<file path="src/rtl/msrv32_pkg.sv">
// Shared MSRV32 definitions: load/store size encodings, LSU state enum and
// the alignment rule used by the load/store control stage.
package msrv32_pkg;

  localparam logic [1:0] LS_BYTE = 2'b00;
  localparam logic [1:0] LS_HALF = 2'b01;
  localparam logic [1:0] LS_WORD = 2'b10;

  typedef enum logic [1:0] {
    ST_IDLE = 2'b00,
    ST_WAIT = 2'b01,
    ST_DONE = 2'b10
  } lsu_state_t;

  // Byte is always aligned, half needs addr[0]=0, word (and 11) needs addr[1:0]=0.
  function automatic logic addr_aligned(input logic [1:0] size, input logic [1:0] addr_lo);
    case (size)
      LS_BYTE: addr_aligned = 1'b1;
      LS_HALF: addr_aligned = ~addr_lo[0];
      default: addr_aligned = (addr_lo == 2'b00);
    endcase
  endfunction

endpackage

</file>
<file path="src/rtl/msrv32_load_align.sv">
// Combinational load aligner: picks the byte/half lane addressed by
// addr[1:0] out of a bus word and sign- or zero-extends it to 32 bits.
import msrv32_pkg::*;

module msrv32_load_align (
  input  logic [31:0] rdata,
  input  logic [1:0]  addr_lo,
  input  logic [1:0]  size,
  input  logic        is_unsigned,
  output logic [31:0] result
);

  logic [7:0]  byte_lane;
  logic [15:0] half_lane;

  // Lane select and extension; size 11 falls through to a full word.
  always_comb begin
    byte_lane = 8'h00;
    half_lane = 16'h0000;
    result    = rdata;
    case (addr_lo)
      2'b00:   byte_lane = rdata[7:0];
      2'b01:   byte_lane = rdata[15:8];
      2'b10:   byte_lane = rdata[23:16];
      default: byte_lane = rdata[31:24];
    endcase
    half_lane = addr_lo[1] ? rdata[31:16] : rdata[15:0];
    case (size)
      LS_BYTE: result = is_unsigned ? {24'h0, byte_lane} : {{24{byte_lane[7]}}, byte_lane};
      LS_HALF: result = is_unsigned ? {16'h0, half_lane} : {{16{half_lane[15]}}, half_lane};
      default: result = rdata;
    endcase
  end

endmodule

</file>
<file path="src/rtl/msrv32_lsu_ctrl.sv">
// Load/store control stage: runs one req/ack data-bus transaction per
// accepted request, aligns load data, flags misaligned accesses and aborts
// transactions that see no ack within TIMEOUT_CYCLES wait cycles.
//
// Handshake: a request is taken from the core only in IDLE, in the same
// cycle it is presented (stall_out is high that cycle). The bus request is
// then held stable until the first cycle dbus_ack_in is high while waiting;
// that cycle completes the transfer. Acks seen at any other time are ignored.
import msrv32_pkg::*;

module msrv32_lsu_ctrl #(
  parameter int TIMEOUT_CYCLES = 16
) (
  input  logic        clk_in,
  input  logic        reset_in,
  input  logic        mem_rd_req_in,
  input  logic        mem_wr_req_in,
  input  logic [31:0] iadder_in,
  input  logic [31:0] rs2_in,
  input  logic [1:0]  load_size_in,
  input  logic        load_unsigned_in,
  input  logic        dbus_ack_in,
  input  logic [31:0] dbus_rdata_in,
  output logic [31:0] dbus_addr_out,
  output logic [31:0] dbus_wdata_out,
  output logic [3:0]  dbus_wr_mask_out,
  output logic        dbus_rd_req_out,
  output logic        dbus_wr_req_out,
  output logic [31:0] lu_output_out,
  output logic        load_valid_out,
  output logic        stall_out,
  output logic        misaligned_load_out,
  output logic        misaligned_store_out,
  output logic        bus_error_out,
  output lsu_state_t  lsu_state_out
);

  localparam int CW = (TIMEOUT_CYCLES > 2) ? $clog2(TIMEOUT_CYCLES) : 1;
  localparam logic [CW-1:0] CNT_LAST = CW'(TIMEOUT_CYCLES - 1);

  lsu_state_t  state;
  logic [CW-1:0] cnt;
  logic [1:0]  addr_lo_q;
  logic [1:0]  size_q;
  logic        unsigned_q;
  logic        store_q;

  logic        any_req;
  logic        aligned;
  logic        accept;
  logic [3:0]  st_mask;
  logic [31:0] st_data;
  logic [31:0] ld_result;

  assign lsu_state_out = state;

  // Request decode, store lane placement and the pipeline stall.
  always_comb begin
    any_req = mem_rd_req_in | mem_wr_req_in;
    aligned = addr_aligned(load_size_in, iadder_in[1:0]);
    accept  = (state == ST_IDLE) & any_req & aligned;
    stall_out = accept | (state == ST_WAIT);
    st_mask = 4'b0000;
    st_data = rs2_in;
    case (load_size_in)
      LS_BYTE: begin
        st_mask = 4'b0001 << iadder_in[1:0];
        st_data = {4{rs2_in[7:0]}};
      end
      LS_HALF: begin
        st_mask = iadder_in[1] ? 4'b1100 : 4'b0011;
        st_data = {2{rs2_in[15:0]}};
      end
      default: begin
        st_mask = 4'b1111;
        st_data = rs2_in;
      end
    endcase
  end

  msrv32_load_align u_load_align (
    .rdata       (dbus_rdata_in),
    .addr_lo     (addr_lo_q),
    .size        (size_q),
    .is_unsigned (unsigned_q),
    .result      (ld_result)
  );

  // Transaction FSM with registered bus outputs and one-cycle status pulses.
  always_ff @(posedge clk_in) begin
    if (!reset_in) begin
      state                <= ST_IDLE;
      cnt                  <= '0;
      addr_lo_q            <= 2'b00;
      size_q               <= 2'b00;
      unsigned_q           <= 1'b0;
      store_q              <= 1'b0;
      dbus_addr_out        <= 32'h0;
      dbus_wdata_out       <= 32'h0;
      dbus_wr_mask_out     <= 4'h0;
      dbus_rd_req_out      <= 1'b0;
      dbus_wr_req_out      <= 1'b0;
      lu_output_out        <= 32'h0;
      load_valid_out       <= 1'b0;
      misaligned_load_out  <= 1'b0;
      misaligned_store_out <= 1'b0;
      bus_error_out        <= 1'b0;
    end else begin
      load_valid_out       <= 1'b0;
      misaligned_load_out  <= 1'b0;
      misaligned_store_out <= 1'b0;
      bus_error_out        <= 1'b0;
      case (state)
        ST_IDLE: begin
          if (any_req) begin
            if (aligned) begin
              dbus_addr_out   <= {iadder_in[31:2], 2'b00};
              dbus_wdata_out  <= st_data;
              // A store wins when both requests are raised together.
              dbus_wr_mask_out <= mem_wr_req_in ? st_mask : 4'b0000;
              dbus_wr_req_out <= mem_wr_req_in;
              dbus_rd_req_out <= ~mem_wr_req_in;
              store_q         <= mem_wr_req_in;
              addr_lo_q       <= iadder_in[1:0];
              size_q          <= load_size_in;
              unsigned_q      <= load_unsigned_in;
              cnt             <= '0;
              state           <= ST_WAIT;
            end else if (mem_wr_req_in) begin
              misaligned_store_out <= 1'b1;
            end else begin
              misaligned_load_out <= 1'b1;
            end
          end
        end
        ST_WAIT: begin
          if (dbus_ack_in) begin
            dbus_rd_req_out <= 1'b0;
            dbus_wr_req_out <= 1'b0;
            if (!store_q) begin
              lu_output_out  <= ld_result;
              load_valid_out <= 1'b1;
            end
            state <= ST_DONE;
          end else if (cnt == CNT_LAST) begin
            dbus_rd_req_out <= 1'b0;
            dbus_wr_req_out <= 1'b0;
            bus_error_out   <= 1'b1;
            state           <= ST_IDLE;
          end else begin
            cnt <= cnt + 1'b1;
          end
        end
        ST_DONE: state <= ST_IDLE;
        default: state <= ST_IDLE;
      endcase
    end
  end

endmodule

</file>
<file path="config.mk">
export PLATFORM = sky130hd
export DESIGN_NAME = msrv32_lsu_ctrl
export DESIGN_NICKNAME = d
export VERILOG_FILES = /design/src/rtl/msrv32_pkg.sv /design/src/rtl/msrv32_load_align.sv /design/src/rtl/msrv32_lsu_ctrl.sv
export SDC_FILE = /design/constraint.sdc
export NUM_CORES = 1
export LEC_CHECK = 0
export CORE_ASPECT_RATIO = 0.9
export CORE_MARGIN = 2
export CORE_UTILIZATION = 35
export DETAILED_ROUTE_END_ITERATION = 8
export DONT_BUFFER_PORTS = 1
export PLACE_DENSITY = 0.49
export SLEW_MARGIN = 10
export SYNTH_ARGS = -nofsm -noshare
export SYNTH_HDL_FRONTEND = slang
export SYNTH_SLANG_ARGS = --single-unit
</file>
<file path="constraint.sdc">
create_clock -name clk_in -period 2.52 [get_ports clk_in]
set_clock_uncertainty 0.15 [all_clocks]
set_input_delay 0.504 -clock clk_in [delete_from_list [all_inputs] [get_ports clk_in]]
set_output_delay 0.504 -clock clk_in [all_outputs]
set_load 0.01 [all_outputs]
</file>
Yosys cells after proc, flatten, opt, wreduce, memory -nomap -nowiden

Cells that the tools add are included.

Bits in registers: 116
Latch bits: 0
Bits in writable memories: 0
Bits in read-only memories: 0
Input bits: 104
Output and inout port bits: 109
Memories kept: 0

Add/subtract/negate cells: 1
$mul: 0
Div/mod/pow operators: 0
Order comparisons: 0
Eq/ne operators: 11
Shift-type cells: 1
Mux-type cells: 32
Bitwise logic cells: 11
Reductions and logical operators: 14

Operator list:

| cell                                                | number |
|---|---|
| case mux 32 bit (2 select lines)                    | 2 |
| 2-to-1 mux 32 bit                                   | 2 |
| 2-to-1 mux 4 bit                                    | 6 |
| case mux 8 bit (3 select lines)                     | 1 |
| 2-to-1 mux 16 bit                                   | 1 |
| case mux 4 bit (2 select lines)                     | 2 |
| AND reduction 3 bit                                 | 4 |
| logical NOT 2 bit                                   | 5 |
| 2-to-1 mux 1 bit                                    | 10 |
| equality test 2 x 1 -> 1 bit, second input constant | 4 |
| 2-to-1 mux 2 bit                                    | 4 |
| != test 2 bit, second input constant                | 4 |
| NOT 1 bit                                           | 7 |
| case mux 1 bit (2 select lines)                     | 3 |
| AND reduction 5 bit                                 | 1 |
| adder 4 x 1 -> 4 bit, second input constant         | 1 |
| equality test 4 bit, second input constant          | 1 |
| case mux 2 bit (2 select lines)                     | 1 |
| AND reduction 4 bit                                 | 1 |
| OR reduction 4 bit                                  | 1 |
| left shift 1 x 2 -> 4 bit, first input constant     | 1 |
| != test 3 x 2 -> 1 bit, second input constant       | 1 |
| OR reduction 3 bit                                  | 1 |
| bitwise AND 1 bit                                   | 2 |
| 3 further kinds                                     | 4 |

Depth between registers and ports, before layout

Depth in word-level cells: 5
Depth in mapped cells: 7

Cells and area by module

Synthesis repeated with hierarchy kept, for this count alone.

Cells, all modules: 671
Area, all modules: 5,695.5 um^2

By module, submodules not included:

| module            | instances | cells each | area an instance (um^2) | sequential area each (um^2) |
|---|---|---|---|---|
| msrv32_lsu_ctrl   | 1         | 556        | 4,849.7                 | 2,322.2 |
| msrv32_load_align | 1         | 115        | 845.8                   | 0.0 |

Least setup slack after synthesis

OpenSTA, ideal clock, no wires.

Path kind: input to output
Start: input port mem_wr_req_in
End: output port stall_out
Arrival: 1.313 ns
Required time: 1.866 ns
Setup slack: 0.553 ns
Stages on the path: 4
Buffers on the path: 2
Path through: buf_2 > o2111ai_2 > buf_2 > nand2_1

Longest elaborated chain between the ends: 4

Ends and longest elaborated chain:

| element                        | RTL line              | text |
|---|---|---|
| start, declared                | msrv32_lsu_ctrl.sv:17 | `input logic mem_wr_req_in,` |
| OR 1 bit                       | msrv32_lsu_ctrl.sv:59 | `any_req = mem_rd_req_in \| mem_wr_req_in;` |
| bitwise AND 1 bit (2 in a row) | msrv32_lsu_ctrl.sv:61 | `accept = (state == ST_IDLE) & any_req & aligned;` |
| OR 1 bit                       | msrv32_lsu_ctrl.sv:62 | `stall_out = accept \| (state == ST_WAIT);` |
| end, declared                  | msrv32_lsu_ctrl.sv:31 | `output logic stall_out,` |

No other way between the ends.

Final worst setup path

Start: register state[0], in the netlist lsu_state_out[0]
End: output port stall_out

Longest elaborated chain between the ends: 4
Elaborated cells on any way between the ends: 5
Those cells by class: eq/ne: 1; bitwise: 3; reduce/logical: 1

Ends and longest elaborated chain:

| element                        | RTL line               | text |
|---|---|---|
| start, declared                | msrv32_lsu_ctrl.sv:41  | `lsu_state_t state;` |
| start signal, assigned         | msrv32_lsu_ctrl.sv:92  | `state <= ST_IDLE;` |
| start signal, assigned         | msrv32_lsu_ctrl.sv:128 | `state <= ST_WAIT;` |
| start signal, assigned         | msrv32_lsu_ctrl.sv:144 | `state <= ST_DONE;` |
| logical NOT 2 bit              | msrv32_lsu_ctrl.sv:61  |  |
| bitwise AND 1 bit (2 in a row) | msrv32_lsu_ctrl.sv:61  |  |
| OR 1 bit *                     | msrv32_lsu_ctrl.sv:62  |  |

Every way passes the cells marked *; elsewhere a longest branch is shown, timed or not.

==> results.txt <==
* Number of global-route vias before repair: 4104
* Boundary pin count: 213
* NumNets Final: 701
- Number of core rows: 42
- Total number of vias: 4285
* Global-route wire length before repair: 22600 um
- Synthesized area divided by synthesized cell count: 8.39 um2
- Adder-cell share of the synthesized area: 0.241%
- From left edge to right edge, the die measures 132 um.
* HP Class: in -> reg
- Die Footprint: 0.0158 mm2
* Largest family of logic cells by synthesized area: compound AO/OA/AOI/OAI gates
* Netlist Area Pre-Place: 0.00518 mm2
- Clock Sink Count: 116
- In this run the remaining antenna-violating nets after routing total 0.
* Fraction of synthesized area in multiplexers: 5.55%
- Remaining global-route overflow: 0
- Before antenna repair, the detailed router went through 5 iterations.
- Count of max-cap constraint violations: 0
- Setup slack on the worst reg-to-reg path comes out at 630 ps.
- Status: complete, no violations
- Setup violations remaining at the end of the flow were counted as 0.
- DRC errors left: 0
* Internal power component: 3.87 mW
- Clock-pin slew was measured on the worst setup and hold paths at 50 ps.
* Share of synthesized cell area in and, or, nand and nor gates: 17.7%
- Total global routing track utilization: 18.2%
- Final hold violation count: 0
- Sorting the synthesized cells by area gives the leading types as sky130_fd_sc_hd__dfxtp_1, sky130_fd_sc_hd__nand2_1, sky130_fd_sc_hd__a21boi_0, sky130_fd_sc_hd__o21ai_0, sky130_fd_sc_hd__mux2i_1.
- Static Leak: 2.36 nW
* Power density over the cells: 863 mW/mm2
- RSZ-0062 raised after global routing: no
- After routing the design area is 0.00592 mm2.
* CP arrival: 1440 ps
- Highest ir drop seen on vdd: 0.435 mV
- The critical path is of the reg -> out type.
* Share of final-layout standard cells stronger than drive strength 1: 7.88%
- For the pin with the worst max-slew slack, the measured transition is 654 ps.
* Routed via count divided by cell count: 5.31
- The floorplan step defined a core boundary enclosing 0.0146 mm2.
- Register bit total from synthesis: 116
- Top fanout value on the critical path: 6
* Maximum number of pins on one net before global-route repair: 116
- EDFF count, synth: 0
* Clock tree from TritonCTS: built
- Antenna violations before repair: 0
- Synth Area in Compound Gates: 26.3%
* Area post-placement: 0.00529 mm2
* Clock buffers created by TritonCTS: 17
- The number of gates resized after CTS was 0.
- Of all flip-flops after synthesis, the portion carrying an async set or reset was 0%.
* Clock buffer depth: 2
- Hold buffers post-CTS: 0
- Achievable frequency: 0.477 GHz
- Post-detailed-placement half-perimeter wirelength: 10100 um
- Clock latency on the worst-skew pair, taken at its later pin, is 410 ps.
- Area growth, synth to finish: 14.1%
- At the worst endpoint, the required time is 1870 ps.
* Headroom to the max-slew limit: 56.3%
- Part of the power in combinational logic: 8.5%
* Accumulated negative setup slack: 0 ps
* Number of warnings issued by yosys: 0
* Antenna Diode Count: 0
* Cell variety after synth: 49
- Number of buffers inserted to repair setup after CTS: 0
- In this run switching power makes up 24.2% of total power.
* Fill count: 1512
* Commonest cells after routing, fill and taps aside: sky130_fd_sc_hd__nand2_1, sky130_fd_sc_hd__dfxtp_1, sky130_fd_sc_hd__o21ai_0
- Crit start category: flop
- The count of buffers added on input and output ports is 0.
- Number of cells produced by synthesis: 618
- The congestion estimate from routability-driven global placement came to 0.826.
- Measured along the y axis, the die boundary spans 119 um.
- H-tree depth: 4
- Area share of the largest cell type after synthesis: 44.8%
- In the synthesized netlist the dominant register cell turns out to be sky130_fd_sc_hd__dfxtp_1.
- Effective utilization at floorplan: 35.5%
- In this run the clock root is driven by a sky130_fd_sc_hd__clkbuf_16.
- Summed over all instances, the cell type with the most area after synthesis is sky130_fd_sc_hd__dfxtp_1.
* Initial drt markers: 282
- Clk pwr share: 50.2%
- Part of the power in registers: 41.3%
- Summed over all nets, the switching power comes to 1.24 mW.
- Final number of max-transition violations: 0
- Overall routed net length: 14500 um
- Post-DR wirelength/cell: 17.9 um
* Time the worst path needs with I/O delays and setup: 2100 ps
- Share of the cycle needed by the critical path after routing: 83.2%
* Commonest non-fill, non-tap cell in the layout: sky130_fd_sc_hd__nand2_1
* Post-synthesis sequential area ratio: 44.8%
* Sort of element at the end of the critical path: output port
* Xor/xnor cell area share of the yosys netlist: 0.338%
metal layers:
layer	vias to the layer above	wire length [um]	share of wire (%)	GRT usage [%]
li1	2094	-	-	-
met1	1993	6530	45	23.7
met2	183	6400	44	27.0
met3	15	1340	9.3	7.75
met4	0	214	1.5	6.05
met5	-	0	0	0
cell usage after synthesis, types with 2 or more instances:
master and count:
sky130_fd_sc_hd__a21boi_1 13, sky130_fd_sc_hd__o211a_1 16, sky130_fd_sc_hd__nand3_1 15, sky130_fd_sc_hd__a21boi_0 46, sky130_fd_sc_hd__nor2_1 16, sky130_fd_sc_hd__nand2_1 155, sky130_fd_sc_hd__dfxtp_1 116, sky130_fd_sc_hd__mux2i_1 25
sky130_fd_sc_hd__xor2_1 2, sky130_fd_sc_hd__nand3b_1 4, sky130_fd_sc_hd__a211oi_1 2, sky130_fd_sc_hd__a22o_1 7, sky130_fd_sc_hd__buf_6 2, sky130_fd_sc_hd__nor2b_1 4, sky130_fd_sc_hd__a22oi_1 7, sky130_fd_sc_hd__inv_1 3
sky130_fd_sc_hd__or3_1 2, sky130_fd_sc_hd__nand2b_1 2, sky130_fd_sc_hd__buf_2 20, sky130_fd_sc_hd__and2_1 2, sky130_fd_sc_hd__buf_4 4, sky130_fd_sc_hd__o21ai_0 54, sky130_fd_sc_hd__a21o_1 3, sky130_fd_sc_hd__and3_1 10
sky130_fd_sc_hd__clkbuf_1 24, sky130_fd_sc_hd__o21a_1 2, sky130_fd_sc_hd__o211ai_1 3, sky130_fd_sc_hd__a21oi_1 38
state kept, by name, summed over array words and instances, names as in the netlist:
name / count
dbus_wdata_out: 32
unsigned_q: 1
cnt: 4
dbus_addr_out: 30
misaligned_store_out: 1
addr_lo_q: 2
dbus_rd_req_out: 1
bus_error_out: 1
misaligned_load_out: 1
lsu_state_out: 2
lu_output_out: 32
store_q: 1
dbus_wr_mask_out: 4
size_q: 2
load_valid_out: 1
dbus_wr_req_out: 1
path summary, 6_finish.rpt:
check | start | to | cells past startpoint
max | lsu_state_out[0] | stall_out | 3
min | dbus_ack_in | bus_error_out | 1
max reg2reg | lsu_state_out[0] | dbus_wdata_out[12] | 5
min reg2reg | store_q | store_q | 2
per-stage QoR:
stage               setup slack [ps]  hold WS, ps  std cells  total power, mW  util [%]
finish                           424         25.4        807             5.11      40.5
global route                     313         4.42        807             5.32      40.5
CTS                              384         8.42        807             5.18      40.5
detailed placement               590          325        775             2.59      36.2
global placement                 622          311        775             2.58      36.2
floorplan                        553          288        619             2.51         -
power groups by stage:
stage	Combinational, mW	Clock, mW	Sequential [mW]
5_1_grt	0.495	2.70	2.12
3_3_place_gp	0.427	0	2.15
2_1_floorplan	0.391	0	2.12
3_5_place_dp	0.438	0	2.15
6_report	0.435	2.57	2.11
4_1_cts	0.440	2.63	2.11
worst max-delay path: stages, from the launching register on:
cell and delay [ps]:
sky130_fd_sc_hd__dfxtp_1 380, sky130_fd_sc_hd__nor2_1 280, sky130_fd_sc_hd__o2111ai_4 210, sky130_fd_sc_hd__nand2_1 170
cells by family after synthesis:
family                   count (synthesis)
AO/OA/AOI/OAI                          200
XOR/XNOR                                 2
adder cells (fa/ha/maj)                  1
buffers and inverters                   54
flip-flops                             116
multiplexers                            28
other                                    1
AND/OR/NAND/NOR                        216
layout make-up:
type | instances | area [um2] | area share [%]
flip-flops and latches | 116 | 2320 | 39.2
clock buffers | 22 | 474 | 8.01
inverters | 4 | 17.5 | 0.296
well taps | 198 | 248 | 4.19
multi-input cells | 449 | 2620 | 44.2
clock inverters | 10 | 153 | 2.58
repair buffers | 8 | 85.1 | 1.44
(Power assumes the default switching activity.)
